## config.mk

```make
export PLATFORM = sky130hd
export DESIGN_NAME = filter_scan_controller
export DESIGN_NICKNAME = d
export VERILOG_FILES = /design/src/rtl/fsc_pkg.sv /design/src/rtl/filter_elem_counter.sv /design/src/rtl/filter_scan_controller.sv
export SDC_FILE = /design/constraint.sdc
export NUM_CORES = 1
export LEC_CHECK = 0
export ABC_AREA = 1
export CORE_MARGIN = 3
export CORE_UTILIZATION = 45
export DETAILED_ROUTE_END_ITERATION = 16
export GPL_ROUTABILITY_DRIVEN = 1
export PLACE_DENSITY = 0.86
export SYNTH_ARGS = -nofsm -noshare
export SYNTH_HDL_FRONTEND = slang
export SYNTH_SLANG_ARGS = --single-unit
```

## constraint.sdc

```tcl
create_clock -name clk -period 4.9 [get_ports clk]
set_input_delay 0.49 -clock clk [delete_from_list [all_inputs] [get_ports clk]]
set_output_delay 0.49 -clock clk [all_outputs]
set_load 0.05 [all_outputs]
```

## src/rtl/fsc_pkg.sv

```systemverilog
// Shared types for the filter scan controller: FSM state encoding and config-latch widths.
package fsc_pkg;

  typedef enum logic [1:0] {
    IDLE = 2'd0,
    SCAN = 2'd1,
    GAP  = 2'd2,
    DONE = 2'd3
  } fsc_state_e;

  localparam int ADDR_W_DEF   = 16;
  localparam int SIZE_W_DEF   = 4;
  localparam int FCNT_W_DEF   = 8;
  localparam int REPEAT_W     = 8;

endpackage

```

## src/rtl/filter_elem_counter.sv

```systemverilog
// Word-within-filter counter: clear has priority over increment; last flags idx == size-1.
module filter_elem_counter #(
  parameter int W = 4
) (
  input  logic         clk,
  input  logic         rst,
  input  logic         clr,
  input  logic         inc,
  input  logic [W-1:0] size,
  output logic [W-1:0] idx,
  output logic         last
);

  always_ff @(posedge clk) begin
    if (rst)      idx <= '0;
    else if (clr) idx <= '0;
    else if (inc) idx <= idx + W'(1);
  end

  assign last = (idx == (size - W'(1)));

endmodule

```

## src/rtl/filter_scan_controller.sv

```systemverilog
// Walks num_filters filters of filter_size words from base_addr, one read handshake per word.
// Optional FILTER_REPEAT_EN: adds repeat_count and rescans each filter that many times.
module filter_scan_controller
  import fsc_pkg::*;
#(
  parameter int ADDR_WIDTH       = ADDR_W_DEF,
  parameter int MAX_FILTER_SIZE  = SIZE_W_DEF,
  parameter int FILTER_CNT_WIDTH = FCNT_W_DEF
) (
  input  logic                        clk,
  input  logic                        rst,
  input  logic                        start,
  input  logic [ADDR_WIDTH-1:0]       base_addr,
  input  logic [MAX_FILTER_SIZE-1:0]  filter_size,
  input  logic [FILTER_CNT_WIDTH-1:0] num_filters,
`ifdef FILTER_REPEAT_EN
  input  logic [REPEAT_W-1:0]         repeat_count,
`endif
  input  logic                        rd_ready,
  output logic                        rd_en,
  output logic [ADDR_WIDTH-1:0]       rd_addr,
  output logic [ADDR_WIDTH-1:0]       filter_start_addr,
  output logic [FILTER_CNT_WIDTH-1:0] filter_idx,
  output logic [MAX_FILTER_SIZE-1:0]  elem_idx,
  output logic                        next_filter,
  output logic                        busy,
  output logic                        done
);

  fsc_state_e                  state, state_nx;
  logic [MAX_FILTER_SIZE-1:0]  cfg_size;
  logic [FILTER_CNT_WIDTH-1:0] cfg_num;
  logic launch, beat, elem_last, filter_last, last_pass;

  assign launch      = (state == IDLE) && start;
  assign beat        = (state == SCAN) && rd_ready;
  assign filter_last = (filter_idx == (cfg_num - FILTER_CNT_WIDTH'(1)));

`ifdef FILTER_REPEAT_EN
  logic [REPEAT_W-1:0] cfg_rep, pass_cnt;

  assign last_pass = (pass_cnt == (cfg_rep - REPEAT_W'(1)));

  always_ff @(posedge clk) begin
    if (rst) begin
      cfg_rep  <= '0;
      pass_cnt <= '0;
    end else if (launch) begin
      cfg_rep  <= (repeat_count == '0) ? REPEAT_W'(1) : repeat_count;
      pass_cnt <= '0;
    end else if (state == GAP) begin
      pass_cnt <= last_pass ? '0 : pass_cnt + REPEAT_W'(1);
    end
  end
`else
  assign last_pass = 1'b1;
`endif

  // elem_idx holds size-1 through GAP/DONE and is zeroed on the edge leaving GAP.
  filter_elem_counter #(.W(MAX_FILTER_SIZE)) u_elem (
    .clk  (clk),
    .rst  (rst),
    .clr  (launch || (state == GAP)),
    .inc  (beat && !elem_last),
    .size (cfg_size),
    .idx  (elem_idx),
    .last (elem_last)
  );

  always_ff @(posedge clk) begin
    if (rst) begin
      state             <= IDLE;
      cfg_size          <= '0;
      cfg_num           <= '0;
      filter_start_addr <= '0;
      filter_idx        <= '0;
    end else begin
      state <= state_nx;
      if (launch) begin
        cfg_size          <= filter_size;
        cfg_num           <= num_filters;
        filter_start_addr <= base_addr;
        filter_idx        <= '0;
      end else if ((state == GAP) && last_pass) begin
        filter_start_addr <= filter_start_addr + ADDR_WIDTH'(cfg_size);
        filter_idx        <= filter_idx + FILTER_CNT_WIDTH'(1);
      end
    end
  end

  always_comb begin
    state_nx    = state;
    rd_en       = 1'b0;
    next_filter = 1'b0;
    busy        = 1'b1;
    done        = 1'b0;
    unique case (state)
      IDLE: begin
        busy = 1'b0;
        if (start)
          state_nx = ((filter_size == '0) || (num_filters == '0)) ? DONE : SCAN;
      end
      SCAN: begin
        rd_en = 1'b1;
        if (beat && elem_last)
          state_nx = (last_pass && filter_last) ? DONE : GAP;
      end
      GAP: begin
        next_filter = last_pass;
        state_nx    = SCAN;
      end
      DONE: begin
        done     = 1'b1;
        state_nx = IDLE;
      end
      default: state_nx = IDLE;
    endcase
  end

  assign rd_addr = filter_start_addr + ADDR_WIDTH'(elem_idx);

endmodule
```

Yosys cells after proc, flatten, opt, wreduce, memory -nomap -nowiden
Index checks and enable logic that the tools add are counted.
{"block": "op_classes", "reduce_logical": 14, "add_sub_neg": 6, "n_mux": 11, "eq_ne": 7}
{"operator": "$add 16x4->16", "n": 2}
{"operator": "$mux 16", "n": 2}
{"operator": "$add 8x1->8 const B", "n": 1}
{"operator": "$eq 8x8->1", "n": 1}
{"operator": "$logic_not 8->1", "n": 1}
{"operator": "$pmux 2 s4", "n": 1}
{"operator": "$sub 8x1->8 const B", "n": 1}
{"operator": "$mux 2", "n": 3}
{"operator": "$mux 1", "n": 5}
{"operator": "$add 4x1->4 const B", "n": 1}
{"operator": "$eq 2x2->1 const B", "n": 2}
{"operator": "$eq 4x4->1", "n": 1}
{"operator": "$logic_and 1x1->1", "n": 4}
{"operator": "$logic_not 4->1", "n": 1}
{"operator": "$reduce_or 2->1", "n": 2}
{"operator": "$sub 4x1->4 const B", "n": 1}
{"operator": "$eq 2x1->1 const B", "n": 1}
{"operator": "$logic_not 2->1", "n": 1}
{"operator": "$logic_or 1x1->1", "n": 2}
{"operator": "$ne 2x1->1 const B", "n": 1}
{"operator": "$ne 2x2->1 const B", "n": 1}
{"operator": "$reduce_and 2->1", "n": 1}
{"operator": "$reduce_bool 2->1", "n": 1}
{"operator": "$logic_not 1->1", "n": 1}
{"block": "word_totals", "inputBits": 32, "output_inout_bits": 48, "reg_bits": 42}

Logic depth before layout (Yosys ltp)
{"block": "depth", "word_depth": 5, "ltp_mapped": 13}

By module
Synthesis repeated with hierarchy kept, for this count alone.
{"block": "unflattened", "cells_unflattened": 455, "hier_area_um2": 2989.1}
{"module": "filter_scan_controller", "cells_each": 398, "area_per_inst_um2": 2671.3, "n_inst": 1}
{"module": "filter_elem_counter", "cells_each": 57, "area_per_inst_um2": 317.8, "n_inst": 1}

Worst setup path after synthesis
No wires, ideal clock.
{"block": "synth_timing", "path_kind": "flip-flop to output port", "startpoint": "register u_elem.idx[0]", "endpoint": "output port rd_addr[10]", "path_buffers": 0, "stages_incl_launch_ff": 9, "path_slack_ns": 1.786, "required_time_ns": 4.410, "arrival_time_ns": 2.624, "path_cell_list": "dfxtp_1 ha_1 inv_1 fa_1 inv_1 a31oi_1 nor2_1 nand2_1 xor2_1"}
{"block": "synth_via", "elab_chain_len": 1}
{"element": "start: declaration", "line_no": "filter_elem_counter.sv:10", "text": "output logic [W-1:0] idx,"}
{"element": "start signal: assignment", "line_no": "filter_elem_counter.sv:17", "text": "else if (inc) idx <= idx + W'(1);"}
{"element": "$add 16x4->16", "line_no": "filter_scan_controller.sv:120", "text": "assign rd_addr = filter_start_addr + ADDR_WIDTH'(elem_idx);"}
{"element": "end: declaration", "line_no": "filter_scan_controller.sv:21", "text": "output logic [ADDR_WIDTH-1:0] rd_addr,"}
Every way passes these cells.

Worst setup path after layout
{"block": "layout_timing", "startpoint": "register u_elem.idx[0]", "endpoint": "output port rd_addr[8]"}
Same word-level chain as after synthesis.

==> results.toml <==
[sta]
tightest_slew_ns = 0.717
finalSetupViolations = 0
fin_worst_skew_ns = 0.00865
fin_crit_sh = 0.730
max_freq_mhz = 279
relSlewSlack = 0.521
hold_viol_final = 0
rsz0062_at_grt = "false"
setup_tns_ns = 0
layout_min_cycle_time_ns = 3.58
report.final.slew_viol_count = 0

[placement]
io_buffers = 79
place.gp.congestion = 0.908
dp_hpwl_microns = 6400
postPlaceCellArea_sq_mm = 0.00376

[final_layout]
most-common-layout-cells = "nand2_1 (85), clkdlybuf4s50_1 (79), inv_1 (49)"
n_antenna_cell = 0
final-seq-area_sq_um = 841
fill_cells = 517
nets = 545
multi_input_area_sq_mm = 0.00180
area_growth_pct = 33.4
final_common_cell = "nand2_1"
drive_above_1_share = 0.0880
final_area_sq_mm = 0.00389

[power_and_ir_drop]
leakage_nw = 1.65
power_frac_comb = 0.376
power.switching_mw = 0.465
sw_frac_of_total = 0.388
pwr-share-clk = 0.284
peakVddDrop_mv = 0.224
p_seq_frac = 0.340
power.density_mw_per_mm2 = 308
intPower_mw = 0.733

[floorplanning]
coreArea_sq_mm = 0.00610
die_area_sq_mm = 0.00749
ios = 80
die_x_microns = 86.5
start_util = 0.479
fp-row-count = 28
die_h_microns = 86.5

[setup_path]
cp.required_ns = 4.41
end_kind = "primary output"
crit_type = "register to primary output"
cp_max_fo = 6
cp-start-kind = "register"
ff2ff_path_depth = 9
reg2reg_from = "filter_start_addr[0]"
rr_endpoint = "filter_start_addr[8]"
cp-startpoint = "u_elem.idx[0]"
crit_end = "rd_addr[8]"
crit_arrival_ns = 3.09
ff2ff_setup_slack_ns = 2.70

[worst_hold_path]
min-delay-path-class = "register to register"

[yosys]
yosys.cell_types.count = 39
synth-seq-area-share = 0.288
ys_async_sr_fraction = 0
synth_edf_count = 0
netlist_area_sq_mm = 0.00292
syn-num-nets = 467
synthCells = 421
avgSynthCellArea_sq_um = 6.93
ys.flop_type = "dfxtp_1"
ys_ff_latch = 42
ys_warn_count = 0

[clock_tree]
numCtsBuffers = 5
cts_setup_buffers = 0
path_clk_slew_ns = 0.08
clk_path_buf_depth = 2
tritoncts = "yes"
clock-root-buffer = "clkbuf_8"
cts_resized = 0
htree_levels = 2
clock-sinks = 42
holdBufCountCts = 0
clk_latency_ns = 0.30

[drt]
route.vias.total = 3118
ant_nets = 0
first_pass_iters = 5
wl_per_cell_microns = 14.8
routed_wirelength_microns = 8500
route.detailed.drc = 0
drt_iter0_markers = 261
vias_per_cell = 5.42

[global_routing]
antenna_found_initial = 0
grt_pass1_vias = 3082
grt_pass1_wl_microns = 14100
grt_max_degree = 46
gr-total-overflow = 0
grt_use_total = 0.231

[flow_run]
cap_viol_max_count = 0

[status]
status = "completed"
synth_stat cells (all sizes together), types with 2 or more instances:
| cell type | n | area share |
|---|---|---|
| fa | 2 | 0.014 |
| nand3 | 32 | 0.055 |
| inv | 59 | 0.076 |
| nor3 | 9 | 0.024 |
| nor3b | 2 | 0.0051 |
| ha | 12 | 0.051 |
| a21oi | 22 | 0.040 |
| nor4 | 4 | 0.011 |
| xnor2 | 7 | 0.021 |
| xor2 | 24 | 0.072 |
| o211ai | 9 | 0.023 |
| dfxtp | 42 | 0.29 |
| a31oi | 2 | 0.0043 |
| buf | 7 | 0.015 |
| nand2 | 92 | 0.13 |
| o21ai | 41 | 0.074 |
| nor2 | 46 | 0.078 |
per-layer routing:
metal  part of all wire  wire length [microns]  global-route usage
met5                  0                      0                   0
met4              0.018                    154              0.0708
met3              0.063                    534              0.0437
met2               0.49                   4150               0.401
met1               0.43                   3670               0.291
flip-flops by register name, indices dropped and copies added, names as in the netlist:
name,flops
u_elem.idx,4
filter_start_addr,16
filter_idx,8
cfg_size,4
state,2
cfg_num,8
cell type report:
type / instances / area share
inverter: 60 / 0.0582
clock buffer: 5 / 0.0177
timing repair buffer: 79 / 0.203
tap: 75 / 0.0241
sequential: 42 / 0.216
multi-input combinational: 311 / 0.463
clock inverter: 3 / 0.0177
power by group through the flow:
| stage | Combinational (mW) | Clock, mW | Sequential (mW) |
|---|---|---|---|
| 2_1_floorplan | 0.263 | 0 | 0.459 |
| 3_3_place_gp | 0.436 | 0 | 0.412 |
| 3_5_place_dp | 0.445 | 0 | 0.414 |
| 4_1_cts | 0.449 | 0.340 | 0.407 |
| 5_1_grt | 0.486 | 0.354 | 0.412 |
| 6_report | 0.451 | 0.340 | 0.407 |
cells by family after synthesis:
group | synth area share
adder cells (fa/ha/maj) | 0.0652
AND/OR/NAND/NOR | 0.307
AO/OA/AOI/OAI | 0.153
XOR/XNOR | 0.0930
buffers and inverters | 0.0939
flip-flops | 0.288
worst max-delay path, stage by stage (launching register included):
cell	delay [ns]
dfxtp_1	0.44
ha_1	0.21
inv_1	0.06
fa_1	0.40
inv_1	0.07
a31oi_1	0.16
nor2_1	0.36
nand2_1	0.11
xor2_1	0.15
clkdlybuf4s50_1	0.81
metrics by stage:
step,setup slack [ns],util,hold WS [ns],instances,total power [mW]
6_report,1.32,0.639,0.508,575,1.20
5_1_grt,1.15,0.639,0.535,575,1.25
4_1_cts,1.34,0.639,0.510,575,1.20
3_5_place_dp,1.68,0.616,0.494,567,0.860
3_3_place_gp,1.81,0.616,0.487,567,0.849
2_1_floorplan,1.79,-,0.459,421,0.721
worst min-delay path by stage:
stage               slack, ns              endpoint                 start  depth (start not counted)
floorplan                0.46            cfg_num[1]            cfg_num[1]                          2
global route             0.53  filter_start_addr[3]  filter_start_addr[3]                          2
CTS                      0.51  filter_start_addr[2]  filter_start_addr[2]                          2
finish                   0.51  filter_start_addr[2]  filter_start_addr[2]                          2
detailed placement       0.49  filter_start_addr[3]  filter_start_addr[3]                          2
global placement         0.49            cfg_num[1]            cfg_num[1]                          2
Note: power is estimated with default switching activity, not from simulation.
